--- config.mk ---
export PLATFORM = sky130hd
export DESIGN_NAME = mic_1rnc
export DESIGN_NICKNAME = d
export VERILOG_FILES = /design/src/rtl/mic_1rnc.sv
export SDC_FILE = /design/constraint.sdc
export NUM_CORES = 1
export LEC_CHECK = 0
export ABC_AREA = 1
export CORE_AREA = 2 2 157 159
export DETAILED_ROUTE_END_ITERATION = 10
export DIE_AREA = 0 0 159 161
export DONT_BUFFER_PORTS = 1
export GPL_TIMING_DRIVEN = 0
export PLACE_DENSITY = 0.3
export SYNTH_ARGS = -nofsm -noshare
export SYNTH_HDL_FRONTEND = slang
export SYNTH_SLANG_ARGS = --single-unit
--- constraint.sdc ---
create_clock -name clk -period 1.86 [get_ports clk]
set_input_delay 0.372 -clock clk [delete_from_list [all_inputs] [get_ports clk]]
set_output_delay 0.372 -clock clk [all_outputs]
set_load 0.02 [all_outputs]
--- src/rtl/mic_1rnc.sv ---
// mic_1rnc: one-requester / NUM_C-completer AXI-Stream interconnect.
//
// Request path: each request packet is steered to one completer. The
// completer index comes from the header beat at
// R0I_TDATA[SEL_LSB +: log2(NUM_C)], and that index is held for the rest of
// the packet.
// Response path: response packets from the completers are merged back to the
// requester. Arbitration is round-robin and happens once per packet. The
// merge locks onto the granted completer until that completer's TLAST beat
// is accepted.
//
// Parameters
//   NUM_C    completer port count (2 or 4)
//   SEL_LSB  lowest header-address bit of the completer select field
//
// Ports
//   clk                      sole clock, rising edge
//   reset                    asynchronous, active-low reset
//   R0I_*                    requester request input stream
//   R0O_*                    requester response output stream
//   CO_*                     completer request outputs, completer k at slice k
//   CI_*                     completer response inputs, completer k at slice k
//
// Configuration macro
//   MIC_1RNC_REQ_SLICE_EN    when defined, a 2-entry skid buffer sits on each
//                            completer request output. Request latency becomes
//                            1 cycle, and R0I_TREADY no longer depends on
//                            CO_TREADY in the same cycle.

`ifdef MIC_1RNC_REQ_SLICE_EN
// Two-entry skid buffer for one completer request lane.
// Ready depends only on the occupancy register, which breaks the
// combinational ready path. Two entries keep the lane at full throughput.
module mic_1rnc_skid (
    input  logic        clk,
    input  logic        reset,
    input  logic        in_valid,
    output logic        in_ready,
    input  logic [64:0] in_beat,
    output logic        out_valid,
    input  logic        out_ready,
    output logic [64:0] out_beat
);
    logic [64:0] mem [2];
    logic        rd_ptr, wr_ptr;
    logic [1:0]  cnt;
    logic        push, pop;

    assign in_ready  = (cnt != 2'd2);
    assign out_valid = (cnt != 2'd0);
    assign out_beat  = mem[rd_ptr];
    assign push      = in_valid & in_ready;
    assign pop       = out_valid & out_ready;

    always_ff @(posedge clk or negedge reset) begin
        if (!reset) begin
            rd_ptr <= 1'b0;
            wr_ptr <= 1'b0;
            cnt    <= 2'd0;
        end else begin
            if (push) wr_ptr <= ~wr_ptr;
            if (pop)  rd_ptr <= ~rd_ptr;
            cnt <= cnt + {1'b0, push} - {1'b0, pop};
        end
    end

    // Payload storage carries no reset; occupancy alone decides validity.
    always_ff @(posedge clk) begin
        if (push) mem[wr_ptr] <= in_beat;
    end
endmodule
`endif

module mic_1rnc #(
    parameter int NUM_C   = 2,
    parameter int SEL_LSB = 30
) (
    input  logic                  clk,
    input  logic                  reset,
    input  logic                  R0I_TVALID,
    output logic                  R0I_TREADY,
    input  logic [63:0]           R0I_TDATA,
    input  logic                  R0I_TLAST,
    output logic                  R0O_TVALID,
    input  logic                  R0O_TREADY,
    output logic [63:0]           R0O_TDATA,
    output logic                  R0O_TLAST,
    output logic [NUM_C-1:0]      CO_TVALID,
    input  logic [NUM_C-1:0]      CO_TREADY,
    output logic [64*NUM_C-1:0]   CO_TDATA,
    output logic [NUM_C-1:0]      CO_TLAST,
    input  logic [NUM_C-1:0]      CI_TVALID,
    output logic [NUM_C-1:0]      CI_TREADY,
    input  logic [64*NUM_C-1:0]   CI_TDATA,
    input  logic [NUM_C-1:0]      CI_TLAST
);
    localparam int SW = $clog2(NUM_C);

    // ---------------------------------------------------------------- request
    typedef enum logic {REQ_HDR, REQ_BODY} req_st_t;

    req_st_t        req_st;
    logic [SW-1:0]  req_lat;
    logic [SW-1:0]  hdr_sel;
    logic [SW-1:0]  route;
    logic           req_hs;

    // Upper address bits above the select field are ignored, so the
    // completer windows alias across the address space.
    assign hdr_sel = R0I_TDATA[SEL_LSB +: SW];
    assign route   = (req_st == REQ_BODY) ? req_lat : hdr_sel;
    assign req_hs  = R0I_TVALID & R0I_TREADY;

    always_ff @(posedge clk or negedge reset) begin
        if (!reset) begin
            req_st  <= REQ_HDR;
            req_lat <= '0;
        end else if (req_hs) begin
            // In REQ_BODY, route already equals req_lat, so latching route
            // on every beat is harmless.
            req_lat <= route;
            req_st  <= R0I_TLAST ? REQ_HDR : REQ_BODY;
        end
    end

`ifdef MIC_1RNC_REQ_SLICE_EN
    logic [NUM_C-1:0]       sk_in_vld;
    logic [NUM_C-1:0]       sk_in_rdy;
    logic [NUM_C-1:0][64:0] sk_out;

    always_comb begin
        sk_in_vld        = '0;
        sk_in_vld[route] = R0I_TVALID;
        R0I_TREADY       = sk_in_rdy[route] & reset;
    end

    for (genvar k = 0; k < NUM_C; k++) begin : g_slice
        mic_1rnc_skid u_skid (
            .clk       (clk),
            .reset     (reset),
            .in_valid  (sk_in_vld[k]),
            .in_ready  (sk_in_rdy[k]),
            .in_beat   ({R0I_TLAST, R0I_TDATA}),
            .out_valid (CO_TVALID[k]),
            .out_ready (CO_TREADY[k]),
            .out_beat  (sk_out[k])
        );
        assign CO_TDATA[k*64 +: 64] = sk_out[k][63:0];
        assign CO_TLAST[k]          = sk_out[k][64];
    end
`else
    // Combinational steer. The handshake outputs are gated by reset so that
    // nothing leaks out while reset is held low.
    always_comb begin
        CO_TVALID        = '0;
        CO_TVALID[route] = R0I_TVALID & reset;
        R0I_TREADY       = CO_TREADY[route] & reset;
    end

    for (genvar k = 0; k < NUM_C; k++) begin : g_pass
        assign CO_TDATA[k*64 +: 64] = R0I_TDATA;
        assign CO_TLAST[k]          = R0I_TLAST;
    end
`endif

    // --------------------------------------------------------------- response
    typedef enum logic {RSP_IDLE, RSP_LOCK} rsp_st_t;

    rsp_st_t        rsp_st;
    logic [SW-1:0]  grant;
    logic [SW-1:0]  last_grant;
    logic [SW-1:0]  pick;
    logic [SW-1:0]  idx;

    // Round-robin pick: find the first valid index strictly after
    // last_grant. The loop scans from farthest to nearest so that the
    // nearest candidate is written last and wins. NUM_C is a power of two,
    // so wrapping is just SW-bit truncation.
    always_comb begin
        pick = last_grant;
        idx  = '0;
        for (int i = NUM_C; i >= 1; i--) begin
            idx = last_grant + SW'(i);
            if (CI_TVALID[idx]) pick = idx;
        end
    end

    always_ff @(posedge clk or negedge reset) begin
        if (!reset) begin
            rsp_st     <= RSP_IDLE;
            grant      <= '0;
            last_grant <= SW'(NUM_C - 1);
        end else begin
            case (rsp_st)
                RSP_IDLE: begin
                    if (|CI_TVALID) begin
                        grant  <= pick;
                        rsp_st <= RSP_LOCK;
                    end
                end
                RSP_LOCK: begin
                    if (R0O_TVALID && R0O_TREADY && R0O_TLAST) begin
                        last_grant <= grant;
                        rsp_st     <= RSP_IDLE;
                    end
                end
                default: rsp_st <= RSP_IDLE;
            endcase
        end
    end

    // Output is held off in IDLE; this produces the one-cycle bubble
    // between response packets.
    always_comb begin
        R0O_TVALID = (rsp_st == RSP_LOCK) & CI_TVALID[grant];
        R0O_TDATA  = CI_TDATA[int'(grant)*64 +: 64];
        R0O_TLAST  = CI_TLAST[grant];
        CI_TREADY  = '0;
        if (rsp_st == RSP_LOCK) CI_TREADY[grant] = R0O_TREADY;
    end

endmodule

### Yosys cells after proc, flatten, opt, wreduce, memory -nomap -nowiden

Index checks and enable logic that the tools add are counted.

* $add $sub $neg: 1
* multipliers: 0
* divide/modulo/power cells: 0
* $lt $le $gt $ge: 5
* equal/unequal tests: 0
* shift-type cells: 1
* muxes and demuxes: 19
* bitwise gates (word level): 7
* reduce and logical (&&, ||, !) cells: 7

Operator list (number)
* indexed part select 128 x 8 -> 64 bit: 1
* two-way mux 1 bit: 15
* < comparator 1 x 2 -> 1 bit, second input constant: 3
* AND 1 bit: 4
* AND 2 bit: 2
* logical AND 1 bit: 4
* AND reduction 2 bit: 2
* demux 1 bit (select 1 bit): 2
* >= comparator 1 bit, second input constant: 2
* two-way mux 2 bit: 1
* case mux 1 bit (2 select lines): 1
* OR reduction 2 bit: 1
* adder 1 bit, second input constant: 1
* NOT 1 bit: 1

* register bits: 5
* bits in latches: 0
* bits in writable memories: 0
* bits in read-only memories: 0
* output and inout port bits: 201
* memories: 0

### Logic depth before layout (Yosys ltp)

* word-level depth: 7
* mapped depth: 7

### Worst setup path before layout

No wires, ideal clock.

* path type: register to output
* from: register req_st
* to: output R0I_TREADY
* data arrival time: 1170 ps
* setup slack: 318 ps
* cell stages (with the launch flop): 6
* path buffers: 0
* cells stage by stage: dfrtp_1 -> inv_1 -> nand2_1 -> nand2_1 -> nand2_1 -> a21boi_0

* cells in the longest elaborated chain, start to end: 4

Ends and longest elaborated chain
* start: declaration: RTL line 102 `req_st_t req_st;`
* start signal: assignment: RTL line 122 `req_st <= R0I_TLAST ? REQ_HDR : REQ_BODY;`
* two-way mux 1 bit: RTL line 111 `assign route = (req_st == REQ_BODY) ? req_lat : hdr_sel;`
* two-way mux 1 bit (not written as such) (2 in a row): RTL line 157 `R0I_TREADY = CO_TREADY[route] & reset;`
* AND 1 bit: RTL line 157
* end: declaration: RTL line 81 `output logic R0I_TREADY,`

Every way passes these cells. The select of a mux whose other input is x is not followed.

### Final worst setup path

* from: register grant
* to: output R0O_TDATA[53]

* cells in the longest elaborated chain, start to end: 1

Ends and longest elaborated chain
* start: declaration: RTL line 170 `logic [SW-1:0] grant;`
* start signal: assignment: RTL line 197 `grant <= pick;`
* indexed part select 128 x 8 -> 64 bit: RTL line 216 `R0O_TDATA = CI_TDATA[int'(grant)*64 +: 64];`
* end: declaration: RTL line 86 `output logic [63:0] R0O_TDATA,`

Every way passes these cells.

==> flow_summary_export.csv <==
group,metric,value,unit
status,run_status,"completed",
cells_and_area,final_net_count,594,
power,p_clk_share,9.7,%
detailed_routing,routed_wl,9.25,mm
placed_design,place.port_buffers,0,
detailed_routing,detailroute.via_count,2213,
timing,rsz_0062_raised_after_global_routing,"yes",
timing,timing.final.crit_share,96.1,%
floorplan,die_area,25600,um2
detailed_routing,post-route-drc-count,0,
cells_and_area,synthToLayoutAreaGrowth,27.3,%
logic_synthesis,syn_inst,385,
detailed_routing,met3_wirelength,964,um
cts,cts.reportedPaths.clkPinSlew,0.03,ns
power,netSwitchingFraction,66.1,%
timing,report.final.setup_viol,0,
detailed_routing,dr_wl_met2,4.90,mm
setup_path,setup.worst_path.class,"flop to output port",
cts,ctsLongestPathBuffers,2,
detailed_routing,top_layer_used,"met4",
setup_path,crit_path_max_fanout,10,
timing,worst_slew_pin_slew,0.479,ns
floorplan,floorplan.die.height,161,um
placed_design,place_ws,0.176,ns
cts,setup_repair_bufs_after_cts,0,
setup_path,cp.arrival,1.42,ns
cts,htree_depth,1,
logic_synthesis,yosysWarningCount,0,
setup_path,r2r_end,"rsp_st",
cells_and_area,antenna_cells,0,
placed_design,dp.final_hpwl,8.13,mm
detailed_routing,initial_drc_count,89,
power,leakagePower,1.49,nW
timing,clock_skew,0.0000598,ns
placed_design,gp_routability_congestion,0.694,
cells_and_area,sequential_cell_area,126,um2
logic_synthesis,postSynthRegisterBits,5,
worst_hold_path,hold_path_startpoint,"R0O_TREADY",
logic_synthesis,synth_seq_area_share,5.91,%
worst_hold_path,whs_endpoint,"last_grant",
timing,layout_min_cycle_time,1.79,ns
cts,tritoncts_num_sinks,5,
floorplan,num_io_pins,404,
power,cellInternalPower,1.22,mW
floorplan,starting_density_of_the_core,8.92,%
cts,worst_skew_pair.late_latency,0.22,ns
logic_synthesis,syn-cell-area,2140,um2
setup_path,critical_path.cell_chain,"buf_6 -> inv_4 -> buf_8 -> buf_4 -> nand2_1 -> nand2_2",
setup_path,timing.critical_path.slowest_cell_delay,0.36,ns
setup_path,critical-path-slowest-cell,"sky130_fd_sc_hd__dfrtp_1",
detailed_routing,antenna_left,0,
global_route,antenna_found_initial,0,
cells_and_area,multi_input_area,971,um2
timing,timing.final.hold_violations,0,
logic_synthesis,syn-mean-instance-area,5.55,um2
power,power-per-cell-area,1320,nW/um2
setup_path,cp_data_required_time,1.49,ns
timing,timing.max_slew.rel_slack,68.2,%
power,share_comb_of_total_power,85.1,%
worst_hold_path,hold-path-cell-count,2,
floorplan,die_w,159,um
detailed_routing,met1Wirelength,3.19,mm
cells_and_area,n_fill_cell,2817,
worst_hold_path,min-delay-path-class,"primary input to flop",
global_route,largest_net_degree_at_the_start_of_global_routing,11,
setup_path,r2r_setup_slack,0.57,ns
power,irDropWorstVdd,722,uV
global_route,grt.overflow.total,0,
setup_path,crit_path_end_kind,"output port",
setup_path,crit_path_start,"grant",
power,p_switching,2.37,mW
setup_path,start_kind,"flop",
detailed_routing,detail_route.vias_per_cell,3.10,
cts,cts-root-buf,"sky130_fd_sc_hd__clkbuf_16",
timing,post-route-worst-setup-slack,0.0725,ns
setup_path,worst_r2r_path_depth,7,
timing,setup_total_negative_slack,0,ns
global_route,grt_first_pass_wirelength,12.0,mm
cts,tritoncts,"yes",
cts,cts_inserted_buffers,3,
setup_path,crit-reg2reg-launch,"grant",
timing,max_freq,559,MHz
power,seq_power_share,5.2,%
detailed_routing,wire_per_inst,13.0,um
global_route,grt_usage,6.00,%
run,maxCapViolCount,0,
global_route,grt_pass1_vias,1953,
floorplan,core_region_area,24000,um2
cells_and_area,drive_above_1_share,46.4,%
floorplan,placement_rows,57,
logic_synthesis,ys_types,19,
logic_synthesis,synthesis.nets,588,
timing,final-max-slew-violation-count,0,
detailed_routing,drt-pass1-iter-count,4,
## timing repair
action                                 in CTS  in global routing
hold buffers                                1                  0
endpoints found under the hold margin       5                  0
gates resized for setup                    11                 22
setup endpoints to repair                  26                 35
pin swaps                                   0                  0
## metrics by stage
stage | cells | util [%] | hold slack [ns] | power (mW) | cell area (um2)
after floorplan | 385 | - | 0.0764 | 2.60 | 2140
after global placement | 709 | 10.6 | 0.0768 | 3.18 | 2540
after detailed placement | 709 | 10.6 | 0.0769 | 3.16 | 2540
after CTS | 714 | 11.1 | 0.270 | 3.58 | 2670
after global routing | 714 | 11.4 | 0.306 | 3.87 | 2720
final | 714 | 11.4 | 0.273 | 3.59 | 2720
## critical path: cells and delay by family, from the launching register on
kind,cells,cell delay (ns)
buffers and inverters,4,0.58
DFF,1,0.36
and+or+nand+nor,2,0.24
## synth_stat cells
library cell | instances | area, um2
sky130_fd_sc_hd__a21boi_0 | 1 | 7.51
sky130_fd_sc_hd__a21oi_1 | 1 | 5.00
sky130_fd_sc_hd__a32o_1 | 1 | 10.0
sky130_fd_sc_hd__buf_2 | 4 | 20.0
sky130_fd_sc_hd__buf_4 | 138 | 1040
sky130_fd_sc_hd__buf_6 | 3 | 33.8
sky130_fd_sc_hd__dfrtp_1 | 4 | 100
sky130_fd_sc_hd__dfstp_2 | 1 | 26.3
sky130_fd_sc_hd__inv_1 | 6 | 22.5
sky130_fd_sc_hd__inv_4 | 1 | 6.26
sky130_fd_sc_hd__nand2_1 | 211 | 792
sky130_fd_sc_hd__nand3_1 | 2 | 10.0
sky130_fd_sc_hd__nand3_2 | 1 | 10.0
sky130_fd_sc_hd__nand4_1 | 4 | 25.0
sky130_fd_sc_hd__nor2_1 | 2 | 7.51
sky130_fd_sc_hd__nor2_2 | 1 | 6.26
sky130_fd_sc_hd__nor3_1 | 2 | 10.0
sky130_fd_sc_hd__o21ai_0 | 1 | 5.00
sky130_fd_sc_hd__o21ai_1 | 1 | 5.00
## layer usage
metal / global-route usage [%] / vias to the layer above
li1: - / 1033
met1: 6.78 / 965
met4: 1.90 / 0
met3: 1.05 / 8
met5: 0 / -
met2: 11.4 / 207
## kinds of logic (layout without fill, tap and decap cells)
logic type | count (synthesis) | after routing | synth area share (%)
buffers and inverters | 152 | 157 | 52.3
flip-flops | 5 | 5 | 5.91
AO/OA/AOI/OAI | 5 | 5 | 1.52
AND/OR/NAND/NOR | 223 | 223 | 40.3
## state kept, by name, summed over array words and instances, names as in the netlist
name	count
last_grant	1
req_lat	1
req_st	1
rsp_st	1
grant	1
## layout make-up
| type | instances | area share, % |
|---|---|---|
| Sequential cell | 5 | 4.64 |
| Buffer | 145 | 40.5 |
| Inverter | 7 | 1.06 |
| Clock buffer | 4 | 2.90 |
| Multi-Input combinational cell | 228 | 35.7 |
| Tap cell | 324 | 14.9 |
| Timing Repair Buffer | 1 | 0.368 |
## power by group through the flow
stage	sequential, mW	combinational [mW]	clock (mW)
floorplan	0.182	2.41	0
global placement	0.193	2.99	0
detailed placement	0.189	2.97	0
CTS	0.189	3.03	0.354
global route	0.195	3.31	0.364
finish	0.187	3.05	0.348
## layout by cell type (no fill, tap or decap), types with 2 or more instances in the layout
master                      count
sky130_fd_sc_hd__dfrtp_1        4
sky130_fd_sc_hd__nand4_1        4
sky130_fd_sc_hd__buf_4        136
sky130_fd_sc_hd__nor3_2         2
sky130_fd_sc_hd__nor2_1         2
sky130_fd_sc_hd__inv_1          6
sky130_fd_sc_hd__nand2_2       27
sky130_fd_sc_hd__buf_6          4
sky130_fd_sc_hd__buf_2          4
sky130_fd_sc_hd__nand3_1        2
sky130_fd_sc_hd__clkbuf_16      3
sky130_fd_sc_hd__nand2_1      184
## how the worst max path moves through the flow
stage / end / slack [ns]
final: R0O_TDATA[53] / 0.07
after global routing: R0O_TDATA[30] / -0.03
after CTS: R0O_TDATA[48] / 0.003
after detailed placement: R0I_TREADY / 0.18
after global placement: R0I_TREADY / 0.16
after floorplan: R0I_TREADY / 0.32
Power figures use the tool's default switching activity.
